### config.mk
export PLATFORM = sky130hd
export DESIGN_NAME = ram_arbiter
export DESIGN_NICKNAME = d
export VERILOG_FILES = /design/src/rtl/ram_arbiter.sv
export SDC_FILE = /design/constraint.sdc
export NUM_CORES = 1
export LEC_CHECK = 0
export ABC_AREA = 1
export CORE_MARGIN = 4
export CORE_UTILIZATION = 45
export CTS_CLUSTER_SIZE = 10
export DETAILED_ROUTE_END_ITERATION = 16
export PLACE_DENSITY = 0.74
export SLEW_MARGIN = 20
export SYNTH_ARGS = -nofsm -noshare
export SYNTH_HDL_FRONTEND = slang
export SYNTH_SLANG_ARGS = --single-unit
### constraint.sdc
create_clock -name clk -period 2.9 [get_ports clk]
set_input_delay 0.435 -clock clk [delete_from_list [all_inputs] [get_ports clk]]
set_output_delay 0.435 -clock clk [all_outputs]
set_load 0.02 [all_outputs]
### src/rtl/ram_arbiter.sv
// Round-robin arbiter for one shared RAM port. It grants one channel at a time,
// holds the grant until done, the request drops, or the hold limit is reached,
// and then inserts a one-cycle turnaround before the next arbitration.
module ram_arbiter #(
    parameter int N_CH     = 19,
    parameter int HOLD_MAX = 255
) (
    input  logic            clk,
    input  logic            rst,
    input  logic [N_CH-1:0] req,
    input  logic            done,
    output logic [7:0]      channel,
    output logic [N_CH-1:0] grant,
    output logic            busy,
    output logic            timeout
);

    localparam logic [1:0] S_IDLE    = 2'd0;
    localparam logic [1:0] S_GRANT   = 2'd1;
    localparam logic [1:0] S_RELEASE = 2'd2;

    localparam logic [7:0]  NO_CH    = 8'hFF;
    localparam logic [15:0] HOLD_LIM = 16'(HOLD_MAX - 1);
    localparam logic [15:0] HOLD_SAT = 16'(HOLD_MAX);

    logic [1:0]      state_q,   state_d;
    logic [N_CH-1:0] grant_q,   grant_d;
    logic [7:0]      channel_q, channel_d;
    logic            busy_q,    busy_d;
    logic            timeout_q, timeout_d;
    logic [15:0]     hold_q,    hold_d;
    logic [7:0]      last_q,    last_d;

    logic            hi_found, lo_found;
    logic [7:0]      hi_idx, lo_idx, win_idx;
    logic [N_CH-1:0] win_oh;
    logic            hold_at_lim, owner_req, grant_end;

    // Round-robin pick: first requester above last_granted, else first requester from 0
    always_comb begin
        hi_found = 1'b0;
        lo_found = 1'b0;
        hi_idx   = '0;
        lo_idx   = '0;
        win_oh   = '0;
        for (int i = 0; i < N_CH; i++) begin
            if (req[i] && (i > int'(last_q)) && !hi_found) begin
                hi_found = 1'b1;
                hi_idx   = 8'(i);
            end
            if (req[i] && !lo_found) begin
                lo_found = 1'b1;
                lo_idx   = 8'(i);
            end
        end
        win_idx = hi_found ? hi_idx : lo_idx;
        for (int i = 0; i < N_CH; i++) begin
            win_oh[i] = (8'(i) == win_idx);
        end
    end

    // Grant termination conditions; the owner's request is read through the one-hot grant
    assign hold_at_lim = (hold_q == HOLD_LIM);
    assign owner_req   = |(req & grant_q);
    assign grant_end   = done | ~owner_req | hold_at_lim;

    // Next-state logic for the IDLE -> GRANT -> RELEASE cycle
    always_comb begin
        state_d   = state_q;
        grant_d   = grant_q;
        channel_d = channel_q;
        busy_d    = busy_q;
        timeout_d = 1'b0;
        hold_d    = hold_q;
        last_d    = last_q;
        case (state_q)
            S_IDLE: begin
                if (|req) begin
                    state_d   = S_GRANT;
                    grant_d   = win_oh;
                    channel_d = win_idx;
                    busy_d    = 1'b1;
                    hold_d    = '0;
                    last_d    = win_idx;
                end
            end
            S_GRANT: begin
                if (grant_end) begin
                    state_d   = S_RELEASE;
                    grant_d   = '0;
                    channel_d = NO_CH;
                    busy_d    = 1'b0;
                    // A done on the limit cycle counts as a normal completion
                    timeout_d = hold_at_lim & ~done;
                end else if (hold_q != HOLD_SAT) begin
                    hold_d = hold_q + 16'd1;
                end
            end
            S_RELEASE: begin
                state_d = S_IDLE;
            end
            default: begin
                state_d   = S_IDLE;
                grant_d   = '0;
                channel_d = NO_CH;
                busy_d    = 1'b0;
            end
        endcase
    end

    // State registers with asynchronous reset to the idle, channel-0-first condition
    always_ff @(posedge clk or posedge rst) begin
        if (rst) begin
            state_q   <= S_IDLE;
            grant_q   <= '0;
            channel_q <= NO_CH;
            busy_q    <= 1'b0;
            timeout_q <= 1'b0;
            hold_q    <= '0;
            last_q    <= 8'(N_CH - 1);
        end else begin
            state_q   <= state_d;
            grant_q   <= grant_d;
            channel_q <= channel_d;
            busy_q    <= busy_d;
            timeout_q <= timeout_d;
            hold_q    <= hold_d;
            last_q    <= last_d;
        end
    end

    assign channel = channel_q;
    assign grant   = grant_q;
    assign busy    = busy_q;
    assign timeout = timeout_q;

endmodule

Word level (Yosys, flattened, before mapping) --
Index checks and enable logic that the tools add are counted.
Cells by class: reduce and logical (&&, ||, !) cells 97, multiplexer cells 91, eq/ne operators 26, bitwise operators 7, add/subtract/negate cells 1, magnitude comparators 18
Operator list (number):
- 8-bit 2-to-1 mux | 37
- 4-bit by 8-bit equality test with 1-bit output (first input constant) | 8
- 4-bit by 8-bit greater-than comparator with 1-bit output (first input constant) | 8
- 19-bit one-hot mux with 3 select lines | 1
- 1-bit logical AND | 53
- 16-bit 2-to-1 mux | 3
- 1-bit 2-to-1 mux | 42
- 19-bit 2-to-1 mux | 2
- 19-bit OR reduction | 2
- 1-bit zero test | 35
- 3-bit by 8-bit equality test with 1-bit output (first input constant) | 4
- 3-bit by 8-bit greater-than comparator with 1-bit output (first input constant) | 4
- 16-bit one-hot mux with 2 select lines | 1
- 5-bit by 8-bit equality test with 1-bit output (first input constant) | 3
- 5-bit by 8-bit greater-than comparator with 1-bit output (first input constant) | 3
- 8-bit one-hot mux with 3 select lines | 1
- 19-bit AND | 1
- 16-bit by 1-bit adder with 16-bit output (second input constant) | 1
- 16-bit by 8-bit equality test with 1-bit output (second input constant) | 1
- 2-bit by 8-bit equality test with 1-bit output (first input constant) | 2
- 2-bit by 8-bit greater-than comparator with 1-bit output (first input constant) | 2
- 16-bit by 8-bit inequality test with 1-bit output (second input constant) | 1
- 1-bit by 8-bit equality test with 1-bit output (first input constant) | 1
- 1-bit by 8-bit greater-than comparator with 1-bit output (first input constant) | 1
- 15 further kinds | 23
Word-level totals: word-level logic and storage cells 247, register bits 55

Depth between registers and ports, before layout --
Gate-level depths: netlist of the first run.
depth after elaboration 59, depth in mapped cells 19, gate-level depth less buffers 19

Least setup slack after synthesis of the first run --
OpenSTA, ideal clock, no wires.
path kind flip-flop to flip-flop, from register last_q[4], to register grant_q[3], in the netlist grant[3], period minus slack after synthesis 2165 ps, stages on the path, launching flop included 18, arrival 2099 ps, buffers on the path 1, setup slack 735 ps, data required time 2834 ps, path through dfstp_2 -> buf_4 -> nor2_2 -> nand3_1 -> nand2_1 -> nor2_4 -> nand4_4 -> nor2_4 -> nand4_4 -> nor2_4 -> nand3_1 -> nand2_1 -> inv_2 -> nand2_2 -> nand2_2 -> inv_2 -> nand3_1 -> nand2_1
On the way: longest elaborated chain between the ends 58
RTL lines:
- from (decl) | line 32 | logic [7:0] last_q, last_d;
- from (signal assigned) | line 120 | last_q <= 8'(N_CH - 1);
- from (signal assigned) | line 128 | last_q <= last_d;
- 1-bit by 8-bit greater-than comparator with 1-bit output | line 47 | if (req[i] && (i > int'(last_q)) && !hi_found) begin
- 1-bit logical AND | line 47
- 1-bit 2-to-1 mux | line 47
- 1-bit zero test | line 47
- 1-bit logical AND | line 47
- 1-bit 2-to-1 mux | line 47
- 1-bit zero test | line 47
- 1-bit logical AND | line 47
- (+42 left out)
- 1-bit 2-to-1 mux | line 47
- 1-bit zero test | line 47
- 1-bit logical AND | line 47
- 8-bit 2-to-1 mux or 1-bit 2-to-1 mux (tied branches) | line 47
- 8-bit 2-to-1 mux * | line 56 | win_idx = hi_found ? hi_idx : lo_idx;
- 2-bit by 8-bit equality test with 1-bit output * | line 58 | win_oh[i] = (8'(i) == win_idx);
- 19-bit 2-to-1 mux * | line 78 | if (|req) begin
- 19-bit one-hot mux with 3 select lines * | line 76 | case (state_q)
- to (signal assigned) | line 123 | grant_q <= grant_d;
- to (decl) | line 27 | logic [N_CH-1:0] grant_q, grant_d;
Mark *: on every way between the ends. The rest lies on a longest branch, timed or not. The select of a mux whose other input is x is not followed. A chain may end at the register's enable or synchronous reset.

Worst setup path in the final report of the first run --
from input req[14], to register grant_q[2], in the netlist grant[2]
On the way: longest elaborated chain between the ends 19
RTL lines:
- from (decl) | line 10 | input logic [N_CH-1:0] req,
- 1-bit logical AND (2 in a row) | line 47
- 1-bit 2-to-1 mux | line 47
- 1-bit zero test | line 47
- 1-bit logical AND | line 47
- 1-bit 2-to-1 mux | line 47
- 1-bit zero test | line 47
- 1-bit logical AND | line 47
- 1-bit 2-to-1 mux | line 47
- (+2 left out)
- 1-bit 2-to-1 mux | line 47
- 1-bit zero test | line 47
- 1-bit logical AND | line 47
- 8-bit 2-to-1 mux or 1-bit 2-to-1 mux (tied branches) | line 47
- 8-bit 2-to-1 mux | line 56
- 2-bit by 8-bit equality test with 1-bit output | line 58
- 19-bit 2-to-1 mux | line 78
- 19-bit one-hot mux with 3 select lines | line 76
Parallel ways exist; a longest one is shown, timed or not. The select of a mux whose other input is x is not followed.

==> results.yml, run 1 <==
status:
  status: "complete, no violations"
power_and_ir_drop:
  max-vdd-ir-drop_mv: 0.390
  power.switching_uw: 1910
  pwr-share-comb_pct: 59.7
  power_density_mw_per_mm2: 921
  clockPowerShare_pct: 11.1
  p_int_uw: 1860
  power_frac_seq_pct: 29.2
  swShare_pct: 50.7
  cellLeakagePower_uw: 0.00188
  power_uw: 3760
synth:
  synth_ff_type: "dfrtp_1"
  netlist_top_cells_area: "dfrtp_1 (31%), nand2_1 (14%), dfstp_2 (6.3%)"
  ys_seq_area_share_pct: 37.8
  ys_ff_latch: 50
  synth.most_common_cell: "nand2_1"
  synth_top_area_share_pct: 31.5
  synth_area_per_cell_um2: 7.24
  synthTopCellsByCount: "nand2_1 (128), inv_1 (48), nor2_1 (43)"
  syn_inst: 461
  yosys_warnings: 0
  syn_nets: 485
  synth_top_area_cell: "dfrtp_1"
  async_flop_share_pct: 100
  synth_cell_types: 49
  synth-edff-count: 0
  synth_area_mm2: 0.00334
timing:
  slew_violations: 0
  fin_crit_ns: 2.56
  rsz0062_at_grt: "false"
  fin_crit_sh_pct: 88.3
  finalSetupTns_ns: 0
  setup_viol: 0
  relSlewSlack_pct: 59.1
  tightest_slew_ns: 0.612
  final-hold-violation-count: 0
  finalClockSkew_ns: 0.0200
  max_freq_ghz: 0.390
  hold_slack_ns: 0.499
drt:
  drcViolationCount: 0
  drt-initial-drc-count: 164
  wl_um: 9320
  via_per_inst: 5.31
  ant_nets: 0
  vias: 3295
  first_pass_iters: 5
  route.detailed.wl_per_inst_um: 15.0
floorplan:
  row_count: 31
  die_width_um: 94.1
  core-area_mm2: 0.00721
  die-area_mm2: 0.00886
  die_h_um: 94.1
  start_util_pct: 46.3
  ioPinCount: 51
critical_path:
  critical_path.top_delay_family: "simple AND/OR/NAND/NOR gates"
  critical_path.cell_chain: "clkdlybuf4s50_1 -> or2_2 -> nor3_1 -> nand3_1 -> nor2_1 -> nand3_1 -> nand3_1 -> o2111ai_1 -> nand2_2 -> inv_2 -> nor2_4 -> nand3_1 -> nand2_1"
  cp_max_fo: 5
  crit_path_start_kind: "primary input"
  critPathArrivalTime_ns: 2.81
  critPathBufInv: 2
  crit_path_max_incr_delay_ns: 0.52
  cp-end-kind: "flop"
  crit_type: "in2reg"
  path_common_cell: "nand3_1"
  slowest_stage: "clkdlybuf4s50_1"
  cp_data_required_time_ns: 3.15
cts:
  ctsHoldBuffers: 0
  numCtsBuffers: 5
  cts_setup_buffers: 0
  root_buffer: "clkbuf_8"
  clk_pin_slew_ns: 0.11
  cts-htree-levels: 2
  cts_resized: 0
  cts_sinks: 50
  clockBufferDepth: 2
  insertion_delay_ns: 0.31
  tritoncts: "done"
worst_hold_path:
  hp-class: "in2async"
cells_and_area:
  fillers: 707
  fin_util_pct: 56.6
  fin_area_mm2: 0.00409
  layout-drive-gt1-share_pct: 13.2
  finalNetCount: 544
  diodes: 0
  synthToLayoutAreaGrowth_pct: 22.3
grt:
  antenna_found_initial: 0
  grt_max_degree: 30
  track_usage_pct: 22.0
  grt_pass1_vias: 3212
  grt_pass1_wl_um: 15400
  grt-ovfl-total: 0
place:
  placed_area_mm2: 0.00399
  post-dp-hpwl_um: 7480
  place.gp.congestion: 0.928
  portBuffers: 50
job:
  drv_cap: 0
==> stage by stage <==
stage / setup WS [ns] / std cells
2_1_floorplan: 0.735 / 461
3_3_place_gp: 0.0678 / 612
3_5_place_dp: 0.0545 / 612
4_1_cts: 0.362 / 620
5_1_grt: 0.147 / 620
6_report: 0.338 / 620
==> worst register-to-register path: stages, from the launching register on <==
cell     delay (ns)
dfstp_2        0.65
nor2_1         0.09
nand3_1        0.14
nand2_2        0.09
nor2_4         0.16
nand4_4        0.14
nor2_4         0.14
nand4_4        0.14
nor3_4         0.22
nand4_1        0.18
nand2_2        0.17
nand2_4        0.09
nor2_4         0.15
nand2_1        0.09
nand2_1        0.06
==> area by class of cell <==
type                    count  area, um2  area share, %
multi-input cells         345       1800           44.1
flip-flops and latches     50       1260           30.9
repair buffers             63        598           14.6
inverters                  55        206           5.05
well taps                  99        124           3.03
clock buffers               5       68.8           1.68
clock inverters             3       23.8          0.582
==> flip-flops by register name, indices dropped and copies added, names as in the netlist <==
name / count
busy: 1
channel: 6
grant: 19
hold_q: 16
last_q: 5
state_q: 2
timeout: 1
==> metal layers <==
layer,global-route usage (%),share of wire (%),wire length [um],vias up
li1,-,-,-,1649
met1,29.4,45,4230,1530
met2,36.8,47,4370,96
met3,3.21,5.5,515,20
met4,6.50,2.2,206,0
met5,0,0,0,-
==> power groups by stage <==
stage	combinational, uW	sequential (uW)	clock [uW]
2_1_floorplan	1500	1150	0
3_3_place_gp	2210	1110	0
3_5_place_dp	2240	1110	0
4_1_cts	2250	1100	433
5_1_grt	2480	1130	462
6_report	2250	1100	418
==> final timing paths <==
| kind | end | cells after the start | from | slack (ns) |
|---|---|---|---|---|
| max in group asynchronous | channel[4] | 3 | rst | 1.70 |
| max reg2reg | grant[5] | 14 | last_q[1] | 0.36 |
| min reg2reg | hold_q[4] | 1 | hold_q[4] | 0.50 |
| max | grant[2] | 13 | req[14] | 0.34 |
| min | grant[12] | 2 | rst | 0.50 |
| min in group clk | hold_q[4] | 1 | hold_q[4] | 0.50 |
==> kinds of logic after synthesis <==
family          after synthesis  synth area share [%]
simple gates                280                  40.7
compound gates               58                  11.3
fa+ha+maj                     2                 0.749
buf+inv                      66                  8.24
xor+xnor                      5                  1.31
flops                        50                  37.8
==> layout by cell type (no fill, tap or decap), drive strengths merged, types with 2 or more instances in the layout <==
cell           count
nand2            136
nor2              58
inv               55
clkdlybuf4s50     50
dfrtp             42
nand3             40
nor3              22
o21ai             21
nand4             17
buf               13
a21oi             11
dfstp              8
o31ai              5
clkbuf             5
o21a               3
xor2               3
o211ai             3
or2                2
o2111ai            2
o41ai              2
a221oi             2
nor4               2
xnor2              2
o22ai              2
ha                 2
clkinvlp           2
No activity file was read; power rests on OpenSTA's default activity.
==> run 2: changes to the inputs <==
- ABC_CLOCK_PERIOD_IN_PS: unset -> 2900
- SETUP_SLACK_MARGIN: unset -> 0.15
==> run 2 against run 1 <==
Against the previous run:
- total power rose by 4.0%
- first-iteration DRC count is 2.4% higher
- worst setup slack got worse by 0.048 ns
- sequential cell count unchanged
- sequential power is essentially flat
- final cell count up 1.6%
- global-route usage unchanged
- non-clock buffer count increased by 10
- clock power hardly changed
- critical path type is now reg2reg
- highest routed layer unchanged
==> results.yml, run 2 (synthesized netlist as in run 1, its figures left out) <==
status:
  status: "complete, no violations"
floorplan:
  ioPinCount: 51
  die-area_mm2: 0.00886
  start_util_pct: 46.3
  row_count: 31
  die_h_um: 94.1
  core-area_mm2: 0.00721
  die_width_um: 94.1
cells_and_area:
  layout-drive-gt1-share_pct: 16.9
  final_common_cell: "nand2_1"
  layout_common_cells: "nand2_1 (124), clkdlybuf4s50_1 (50), inv_1 (46)"
  fillers: 702
  multi_input_area_mm2: 0.00183
  diodes: 0
  instances_no_fill: 630
  fin_util_pct: 58.0
  finalNetCount: 554
  fin_area_mm2: 0.00419
  largest_register_ffs: 19
  synthToLayoutAreaGrowth_pct: 25.4
  regArea_mm2: 0.00126
drt:
  wl_met3_um: 548
  via_per_inst: 5.38
  wl_met1_um: 4270
  drt-initial-drc-count: 168
  wl_um: 9510
  drcViolationCount: 0
  top_layer_used: "met4"
  ant_nets: 0
  dr_wl_met2_um: 4460
  route.detailed.wl_per_inst_um: 15.1
  first_pass_iters: 5
  vias: 3387
cts:
  numCtsBuffers: 5
  tritoncts: "done"
  clockBufferDepth: 2
  insertion_delay_ns: 0.32
  clk_pin_slew_ns: 0.11
  root_buffer: "clkbuf_8"
  cts_sinks: 50
  cts-htree-levels: 2
place:
  placed_area_mm2: 0.00399
  post-dp-hpwl_um: 7480
  place.gp.congestion: 0.928
  pre_cts_slack_ns: 0.0545
  portBuffers: 50
  placed_cells: 612
critical_path:
  critPathArrivalTime_ns: 2.87
  cp_data_required_time_ns: 3.16
  crit_path_start_kind: "flop"
  ff2ff_path_depth: 16
  cp-end-kind: "flop"
  r2r_end: "grant[13]"
  cp_max_fo: 7
  crit_type: "reg2reg"
  ff2ff_setup_slack_ns: 0.29
  r2r-start: "last_q[1]"
power_and_ir_drop:
  power_density_mw_per_mm2: 934
  swShare_pct: 50.2
  pwr-share-comb_pct: 61.5
  max-vdd-ir-drop_mv: 0.392
  cellLeakagePower_uw: 0.00192
  power.switching_uw: 1960
  p_int_uw: 1950
  power_frac_seq_pct: 27.9
  clockPowerShare_pct: 10.7
timing:
  finalClockSkew_ns: 0.0217
  fin_crit_sh_pct: 90.0
  tightest_slew_ns: 0.612
  fin_crit_ns: 2.61
  relSlewSlack_pct: 59.1
  setup_viol: 0
  rsz0062_at_grt: "false"
  worst_slack_ns: 0.290
  final-hold-violation-count: 0
  slew_violations: 0
  finalSetupTns_ns: 0
  max_freq_ghz: 0.383
grt:
  grt_pass1_wl_um: 15400
  grt_pass1_vias: 3212
  track_usage_pct: 22.0
  grt-ovfl-total: 0
  antenna_found_initial: 0
  grt_max_degree: 30
job:
  drv_cap: 0
worst_hold_path:
  hp-class: "in2async"
==> run 2: cell types whose count changed in the layout (fill, tap and decap cells not counted), sizes merged <==
cell    previous run  this run
clkbuf             5         6
buf               13        22
==> run 2: what timing repair did <==
item,4_1_cts,5_1_grt
hold buffers,0,0
setup endpoints to repair,0,1
setup buffers,0,10
resized for setup,0,12
==> run 2: how the worst max path moves through the flow <==
stage	startpoint	endpoint	slack [ns]	cells after the start
2_1_floorplan	last_q[4]	grant[3]	0.74	17
3_3_place_gp	req[14]	grant[2]	0.07	13
3_5_place_dp	req[14]	grant[2]	0.05	13
4_1_cts	last_q[4]	grant[15]	0.36	14
5_1_grt	last_q[1]	grant[5]	0.11	15
6_report	last_q[1]	grant[13]	0.29	16
==> run 2: worst max-delay path: stages, from the launching register on <==
cell     delay (ns)
dfstp_2        0.55
buf_6          0.12
nor2_2         0.05
nand3_1        0.12
nand2_2        0.09
nor2_4         0.18
nand4_4        0.11
nor2_4         0.16
nand4_4        0.14
nor3_4         0.27
buf_4          0.15
nand4_2        0.10
nand2_4        0.15
inv_2          0.07
nor2_4         0.15
nand2_1        0.09
nand2_1        0.06
==> run 2: metrics by stage <==
stage | power (uW) | hold slack, ns
after floorplan | 2650 | 0.456
after global placement | 3310 | 0.474
after detailed placement | 3350 | 0.477
after CTS | 3780 | 0.501
after global routing | 4220 | 0.519
final | 3910 | 0.499
==> run 2: final cells by class <==
| cell class | count | share of cell area [%] |
|---|---|---|
| clock buffer | 5 | 1.64 |
| clock inverter | 3 | 0.568 |
| inverter | 55 | 4.93 |
| multi-input combinational | 345 | 43.7 |
| sequential | 50 | 30.2 |
| tap | 99 | 2.96 |
| timing repair buffer | 73 | 16.0 |
==> run 2: layer usage <==
metal,up-vias,track usage (%)
met2,106,36.8
met4,0,6.50
met5,-,0
met3,22,3.21
met1,1590,29.4
li1,1669,-
==> run 2: power by group through the flow <==
stage               clock network (uW)  logic (uW)  registers (uW)
floorplan                            0        1500            1150
global placement                     0        2210            1110
detailed placement                   0        2240            1110
CTS                                433        2250            1100
global route                       462        2650            1110
finish                             418        2400            1090
